$ cat src/rtl/axis_rr_packet_arbiter.sv
// Round-robin packet arbiter: merges per-channel beat streams onto one AXI4-Stream master.
// Grant held for a whole packet, tdest = channel, beat watchdog; optional AXIS_ARB_PKT_COUNT_EN adds pkt_count.
module axis_rr_packet_arbiter #(
  parameter int unsigned NUM_CHANNELS  = 4,
  parameter int unsigned DATA_WIDTH    = 128,
  parameter int unsigned CH_BITS       = (NUM_CHANNELS > 1) ? $clog2(NUM_CHANNELS) : 1,
  parameter int unsigned MAX_PKT_BEATS = 256
) (
  input  logic                               clk,
  input  logic                               reset,
  input  logic [NUM_CHANNELS-1:0]            ch_enable,
  input  logic [NUM_CHANNELS-1:0]            ch_valid,
  input  logic [NUM_CHANNELS*DATA_WIDTH-1:0] ch_data,
  input  logic [NUM_CHANNELS-1:0]            ch_last,
  output logic [NUM_CHANNELS-1:0]            ch_ready,
  output logic [DATA_WIDTH-1:0]              stream_tdata,
  output logic [DATA_WIDTH/8-1:0]            stream_tkeep,
  output logic                               stream_tlast,
  output logic [CH_BITS-1:0]                 stream_tdest,
  output logic                               stream_tvalid,
  input  logic                               stream_tready,
  output logic [NUM_CHANNELS-1:0]            overrun_err,
  output logic                               busy
`ifdef AXIS_ARB_PKT_COUNT_EN
  ,
  output logic [NUM_CHANNELS*16-1:0]         pkt_count
`endif
);

  localparam int unsigned CNT_W = $clog2(MAX_PKT_BEATS + 1);
  localparam int unsigned CW    = CH_BITS + 1;
  localparam logic [CW-1:0] NCH = CW'(NUM_CHANNELS);

  localparam logic [0:0] S_IDLE   = 1'b0;
  localparam logic [0:0] S_LOCKED = 1'b1;

  logic [0:0]              state, state_nxt;
  logic [CH_BITS-1:0]      grant, rr_ptr, arb_idx;
  logic                    arb_found;
  logic [CW-1:0]           cand;
  logic [NUM_CHANNELS-1:0] req;
  logic [CNT_W-1:0]        beat_cnt;
  logic                    out_ready, accept, wd_hit, beat_last;
  logic [DATA_WIDTH-1:0]   ch_data_arr [NUM_CHANNELS];

  for (genvar c = 0; c < NUM_CHANNELS; c++) begin : g_unpack
    assign ch_data_arr[c] = ch_data[c*DATA_WIDTH +: DATA_WIDTH];
  end

  assign req          = ch_valid & ch_enable;
  assign out_ready    = !stream_tvalid || stream_tready;
  assign stream_tkeep = '1;
  assign busy         = (state == S_LOCKED) || stream_tvalid;

  // Round-robin search starting one past the last served channel, wrapping modulo NUM_CHANNELS.
  always_comb begin
    arb_idx   = '0;
    arb_found = 1'b0;
    cand      = '0;
    for (int unsigned i = 1; i <= NUM_CHANNELS; i++) begin
      cand = CW'(rr_ptr) + CW'(i);
      if (cand >= NCH) cand = cand - NCH;
      if (!arb_found && req[cand[CH_BITS-1:0]]) begin
        arb_found = 1'b1;
        arb_idx   = cand[CH_BITS-1:0];
      end
    end
  end

  always_ff @(posedge clk) begin
    if (reset) state <= S_IDLE;
    else       state <= state_nxt;
  end

  // Next state and handshake; the watchdog forces tlast on the final permitted beat.
  always_comb begin
    state_nxt = state;
    ch_ready  = '0;
    accept    = 1'b0;
    wd_hit    = 1'b0;
    beat_last = 1'b0;
    case (state)
      S_IDLE: begin
        if (arb_found) state_nxt = S_LOCKED;
      end
      S_LOCKED: begin
        ch_ready[grant] = out_ready;
        accept          = ch_valid[grant] && out_ready;
        wd_hit          = (beat_cnt == CNT_W'(MAX_PKT_BEATS - 1));
        beat_last       = ch_last[grant] || wd_hit;
        if (accept && beat_last) state_nxt = S_IDLE;
      end
      default: state_nxt = S_IDLE;
    endcase
  end

  always_ff @(posedge clk) begin
    if (reset) begin
      grant         <= '0;
      rr_ptr        <= CH_BITS'(NUM_CHANNELS - 1);
      beat_cnt      <= '0;
      stream_tdata  <= '0;
      stream_tlast  <= 1'b0;
      stream_tdest  <= '0;
      stream_tvalid <= 1'b0;
      overrun_err   <= '0;
    end else begin
      if (state == S_IDLE && arb_found) grant <= arb_idx;
      if (accept) begin
        stream_tdata  <= ch_data_arr[grant];
        stream_tlast  <= beat_last;
        stream_tdest  <= grant;
        stream_tvalid <= 1'b1;
        if (beat_last) begin
          rr_ptr   <= grant;
          beat_cnt <= '0;
          if (!ch_last[grant]) overrun_err[grant] <= 1'b1;
        end else begin
          beat_cnt <= beat_cnt + CNT_W'(1);
        end
      end else if (stream_tready) begin
        stream_tvalid <= 1'b0;
      end
    end
  end

`ifdef AXIS_ARB_PKT_COUNT_EN
  // Packets completed on the output, per source channel; truncated packets included.
  always_ff @(posedge clk) begin
    if (reset) begin
      pkt_count <= '0;
    end else if (stream_tvalid && stream_tready && stream_tlast) begin
      for (int unsigned c = 0; c < NUM_CHANNELS; c++) begin
        if (stream_tdest == CH_BITS'(c))
          pkt_count[c*16 +: 16] <= pkt_count[c*16 +: 16] + 16'd1;
      end
    end
  end
`endif

endmodule

$ cat config.mk
export PLATFORM = sky130hd
export DESIGN_NAME = axis_rr_packet_arbiter
export DESIGN_NICKNAME = d
export VERILOG_FILES = /design/src/rtl/axis_rr_packet_arbiter.sv
export SDC_FILE = /design/constraint.sdc
export NUM_CORES = 1
export LEC_CHECK = 0
export BUFFER_PORTS_ARGS = -buffer_cell sky130_fd_sc_hd__clkbuf_2
export CORE_AREA = 3 3 266 268
export CTS_BUF_LIST = sky130_fd_sc_hd__clkbuf_8
export DETAILED_ROUTE_END_ITERATION = 8
export DIE_AREA = 0 0 269 271
export GPL_TIMING_DRIVEN = 0
export PLACE_DENSITY = 0.37
export SYNTH_ARGS = -nofsm -noshare
export SYNTH_HDL_FRONTEND = slang
export SYNTH_SLANG_ARGS = --single-unit
$ cat constraint.sdc
create_clock -name clk -period 2.44 [get_ports clk]
set_input_delay 0.366 -clock clk [delete_from_list [all_inputs] [get_ports clk]]
set_output_delay 0.366 -clock clk [all_outputs]
set_load 0.005 [all_outputs]
==> out/metrics.yaml, run 1 <==
status:
  status: "finished, final reports clean"
min_path:
  worstHoldPathType: "in2reg"
  worstHoldPathCells: 3
clock_network:
  cts_sinks: 150
  clock-root-buffer: "clkbuf_8"
  cts-htree-levels: 4
  clkSlewWorstSetupHoldPaths_ns: 0.10
  cts_buffers: 17
  cts_tree: "done"
  cts_buffer_depth: 2
  clk_latency_ns: 0.53
yosys:
  synth_edf_count: 0
  synth-seq-cells: 150
  ys_types: 40
  async_reset_ff_frac: 0
  syn_area_per_cell_um2: 10.0
  synth.most_common_cell: "nand2_1"
  synth-main-ff-cell: "dfxtp_1"
  ys.warnings.count: 0
  seq_area_frac_synth: 0.342
  synth_largest_area_cell: "dfxtp_1"
  syn_inst: 875
  syn_area_mm2: 0.00878
  synth_common_cells: "nand2_1, dfxtp_1, a21oi_1"
  ys_top_cells_by_area: "dfxtp_1, mux4_2, nand2_1"
  yosys.area.top_type_share: 0.342
final_layout:
  layout.nets: 2105
  area_growth_pct: 57.4
  fin_area_mm2: 0.0138
  fin_cells: 2518
  layout-drive-gt1-share: 0.564
grt:
  grt_max_degree: 17
  grt_pass1_vias: 10500
  grt_antenna_before_repair: 7
  grt_use_total: 0.126
  grt_pass1_wl_um: 66600
  grt.overflow.total: 0
sta:
  finalHoldViolCount: 0
  fin_skew_ns: 0.0198
  finalSetupViolations: 0
  fmax_mhz: 434
  drv_slew: 0
  fin_crit_ns: 2.31
  finalCritPeriodShare: 0.945
  rsz0062_at_grt: "false"
  slew-limit-headroom: 0.386
  tightest_slew_ns: 0.921
setup_path:
  reg2reg_slack_ns: 0.13
  cp-end-kind: "flop"
  start_kind: "flop"
  cp_data_required_time_ns: 2.84
  crit_fanout: 10
  reg2regPathDepth: 5
  cp.arrival_ns: 2.71
  path_class: "reg2reg"
power:
  power_leakage_nw: 5.96
  peakVddDrop_mv: 0.315
  power.density_mw_per_mm2: 530
place:
  dpl_cell_area_mm2: 0.0133
  numPlacedInstances: 2488
  gp_congestion: 0.891
  hpwl_um: 39600
  port_buffers: 667
drt:
  viasPerCell: 3.86
  drc_errors: 0
  drt_iter0_markers: 312
  ant_nets: 0
  wl_um: 47300
  dr_total_vias: 9724
  wl_per_cell_um: 18.8
  firstDrtPassIters: 5
die:
  initial_core_util: 0.128
  dieArea_mm2: 0.0729
  fp.dieH_um: 271
  die_x_um: 269
  io_pins: 684
  row_count: 96
  coreArea_mm2: 0.0686
flow_run:
  cap_violations: 0
-- area by class of cell --
cell class,instances,area (um2)
fill,7737,54800
multi-input combinational,637,5230
timing repair buffer,667,3340
sequential,150,3000
tap,931,1160
buffer,96,643
clock buffer,19,262
clock inverter,10,156
inverter,7,26.3
antenna,1,2.50
-- worst max-delay path: stages, from the launching register on --
cell      delay (ns)
dfxtp_1         0.42
clkbuf_2        0.56
clkbuf_1        0.61
mux4_2          0.42
nand2_1         0.09
a21oi_1         0.06
-- logic make-up (layout without fill, tap and decap cells) --
logic type	count (synthesis)	count (layout)	synth area share
other cells	1	17	0.000427
mux	132	132	0.334
compound gates	171	171	0.105
flops	150	150	0.342
fa+ha+maj	2	2	0.00285
buf+inv	103	799	0.0704
simple gates	316	316	0.145
-- path summary, 6_finish.rpt --
kind,start,end
worst max-delay path,grant[1]$_SDFFE_PP0P_,stream_tdata[116]$_SDFFE_PP0P_
worst min-delay path,reset,beat_cnt[5]$_SDFFE_PP0P_
worst max register to register,grant[1]$_SDFFE_PP0P_,stream_tdata[116]$_SDFFE_PP0P_
worst min register to register,beat_cnt[8]$_SDFFE_PP0P_,beat_cnt[8]$_SDFFE_PP0P_
-- layout by cell type (no fill, tap or decap), types with 3 or more instances in the layout --
| master | instances |
|---|---|
| a31oi_1 | 3 |
| or2_2 | 3 |
| clkinvlp_4 | 3 |
| clkbuf_2 | 670 |
| conb_1 | 16 |
| or3_1 | 6 |
| a21oi_1 | 146 |
| buf_1 | 4 |
| o21ai_0 | 6 |
| nand3_1 | 8 |
| nor2_1 | 13 |
| clkbuf_8 | 19 |
| buf_6 | 20 |
| inv_1 | 8 |
| o32ai_1 | 4 |
| mux4_2 | 129 |
| and3_1 | 3 |
| mux2i_1 | 3 |
| clkbuf_1 | 30 |
| dfxtp_1 | 150 |
| buf_4 | 19 |
| buf_2 | 17 |
| bufinv_16 | 4 |
| nand2_1 | 269 |
-- registers in the layout (all words and copies together), names as in the netlist --
| register | cells |
|---|---|
| state | 1 |
| stream_tlast | 1 |
| rr_ptr | 2 |
| beat_cnt | 9 |
| grant | 2 |
| stream_tdest | 2 |
| overrun_err | 4 |
| stream_tdata | 128 |
| stream_tvalid | 1 |
-- per-layer routing --
metal / routed length [um] / vias up / track usage
met3: 4090 / 61 / 0.0438
met1: 17900 / 4624 / 0.139
met5: 91 / - / 0
li1: - / 4561 / -
met4: 903 / 14 / 0.0373
met2: 24400 / 464 / 0.228
-- metrics by stage --
step           total power [mW]  utilization  hold slack [ns]  TNS, ns  setup slack [ns]
2_1_floorplan              4.08            -            0.432        0             0.603
3_3_place_gp               5.20        0.195            0.439   -39.66            -0.540
3_5_place_dp               5.22        0.195            0.447    -5.68            -0.280
4_1_cts                    7.60        0.201           0.0747        0           0.00281
5_1_grt                    7.87        0.202            0.109        0           0.00856
6_report                   7.33        0.202            0.187        0             0.134
-- report_power, final --
group,total [mW],leakage [nW],switching [mW],internal (mW)
logic,2.37,4.53,1.16,1.21
clock network,2.22,0.207,1.08,1.14
registers,2.74,1.22,0.101,2.64
total,7.33,5.96,2.34,4.99
-- repair_timing --
action                     4_1_cts  5_1_grt
pin swaps                        1        0
hold buffers                     0        0
buffers inserted                 0        0
gates resized for setup         19        6
cloned                           0        0
setup endpoints to repair       50       14
Power figures use the tool's default switching activity.
==> run 2, diff against run 1 <==
==> constraint.sdc (replaced) <==
create_clock -name clk -period 2.3 [get_ports clk]
set_input_delay 0.345 -clock clk [delete_from_list [all_inputs] [get_ports clk]]
set_output_delay 0.345 -clock clk [all_outputs]
set_load 0.005 [all_outputs]
==> run 2 against run 1 <==
Non-clock buffer count up 6. First-iteration DRC count decreased by 0.32%. Die area did not move. Routed wire length about the same. Cell count rose by 0.24%. Combinational power grew 8%. Critical path depth increased by 3. Sequential share of layout area down 0.16 points. Power rose by 6.6%.
==> out/metrics.yaml, run 2 (same netlist as run 1, synthesis figures left out) <==
sta:
  finalSetupViolations: 0
  tightest_slew_ns: 0.881
  slew-limit-headroom: 0.413
  finalCritPeriodShare: 0.952
  rsz0062_at_grt: "false"
  finalHoldViolCount: 0
  drv_slew: 0
  fmax_mhz: 457
  fin_skew_ns: 0.0205
  fin_crit_ns: 2.19
  fin_tns_setup_ns: 0
final_layout:
  final_cell_mix: "clkbuf_2, nand2_1, dfxtp_1"
  largest_reg_flops: 128
  largest_register: "stream_tdata"
  fillers: 7738
  regArea_mm2: 0.00300
  area_growth_pct: 58.6
  final_common_cell: "clkbuf_2"
  fin_area_mm2: 0.0139
  top_regs: "stream_tdata: 128 flops, beat_cnt: 9 flops, overrun_err: 4 flops"
  multi_input_area_mm2: 0.00526
  fin_cells: 2524
  layout-drive-gt1-share: 0.568
  layout.nets: 2111
place:
  port_buffers: 667
  dpl_cell_area_mm2: 0.0133
  hpwl_um: 39600
  gp_congestion: 0.891
  numPlacedInstances: 2488
setup_path:
  reg2regPathDepth: 8
  rr_endpoint: "stream_tdata[106]$_SDFFE_PP0P_"
  cp.arrival_ns: 2.58
  crit_chain: "buf_6 > mux4_2 > and3_1 > buf_2 > buf_8 > buf_6 > nand2_1 > a21oi_1"
  slowest_stage: "mux4_2"
  reg2reg_from: "grant[0]$_SDFFE_PP0P_"
  path_class: "reg2reg"
  cp_data_required_time_ns: 2.69
  reg2reg_slack_ns: 0.11
  crit_fanout: 10
  cp-end-kind: "flop"
  cp.buffers_inverters: 4
  cp_top_family: "buffers and inverters"
  cpMostUsedCell: "buf_6"
  slowest_delay_ns: 0.56
  cp.depth: 8
  start_kind: "flop"
die:
  row_count: 96
  initial_core_util: 0.128
  coreArea_mm2: 0.0686
  die_x_um: 269
  fp.dieH_um: 271
  dieArea_mm2: 0.0729
  io_pins: 684
grt:
  grt_antenna_before_repair: 7
  grt_pass1_wl_um: 66600
  grt_use_total: 0.126
  grt_pass1_vias: 10500
  grt.overflow.total: 0
  grt_max_degree: 17
drt:
  viasPerCell: 3.85
  ant_nets: 0
  dr_total_vias: 9712
  drc_errors: 0
  wl_per_cell_um: 18.8
  firstDrtPassIters: 4
  drt_iter0_markers: 311
  wl_um: 47300
status:
  status: "finished, final reports clean"
clock_network:
  cts_tree: "done"
  cts_buffers: 17
  cts_hold_buf: 0
  clock-root-buffer: "clkbuf_8"
  clk_latency_ns: 0.53
  cts_buffer_depth: 2
  cts_sinks: 150
  clkSlewWorstSetupHoldPaths_ns: 0.10
  cts-htree-levels: 4
power:
  power_leakage_nw: 6.00
  power_mw: 7.81
  power.density_mw_per_mm2: 561
  peakVddDrop_mv: 0.334
min_path:
  hold_start: "reset"
  worstHoldPathCells: 3
  min_to: "beat_cnt[5]$_SDFFE_PP0P_"
  worstHoldPathType: "in2reg"
flow_run:
  cap_violations: 0
run 2: what timing repair did:
item | CTS | global route
pin swaps | 1 | 1
buffers inserted | 1 | 5
endpoints found under the setup margin | 142 | 14
gates cloned | 0 | 0
resized for setup | 26 | 15
run 2: tightest hold or removal path: stages:
cell      delay [ns]
clkbuf_2        0.13
or3_1           0.11
o32ai_1         0.06
run 2: layout make-up:
class / instances / area share
timing repair buffer: 673 / 0.243
clock inverter: 10 / 0.0112
multi-input combinational: 637 / 0.378
tap: 931 / 0.0836
clock buffer: 19 / 0.0188
buffer: 96 / 0.0474
inverter: 7 / 0.00216
antenna: 1 / 0.000180
sequential: 150 / 0.216
run 2: worst max-delay path by stage:
stage                                        start                             end  slack [ns]
after global routing         grant[0]$_SDFFE_PP0P_  stream_tdata[106]$_SDFFE_PP0P_       0.008
after CTS                    grant[0]$_SDFFE_PP0P_                     ch_ready[1]      -0.007
final                        grant[0]$_SDFFE_PP0P_  stream_tdata[106]$_SDFFE_PP0P_        0.11
after detailed placement     grant[0]$_SDFFE_PP0P_                     ch_ready[1]       -0.40
after global placement       grant[1]$_SDFFE_PP0P_  stream_tdata[106]$_SDFFE_PP0P_       -0.68
after floorplan           beat_cnt[0]$_SDFFE_PP0P_        beat_cnt[5]$_SDFFE_PP0P_        0.46
run 2: through the flow:
step | hold WS, ns | util | setup slack [ns]
finish | 0.171 | 0.203 | 0.110
CTS | 0.0537 | 0.202 | -0.00659
global placement | 0.439 | 0.195 | -0.680
global route | 0.0874 | 0.203 | 0.00765
floorplan | 0.432 | - | 0.463
detailed placement | 0.447 | 0.195 | -0.399
run 2: where the power goes:
part	internal, mW	total, mW	switching (mW)
Sequential	2.80	2.90	0.107
Clock	1.21	2.35	1.14
Combinational	1.31	2.55	1.24
run 2: layer usage:
metal  vias to the layer above  track usage  share of wire
met5                         -            0         0.0019
met4                        14       0.0373          0.019
met3                        59       0.0438          0.081
met2                       436        0.228           0.52
met1                      4629        0.139           0.38
li1                       4574            -              -
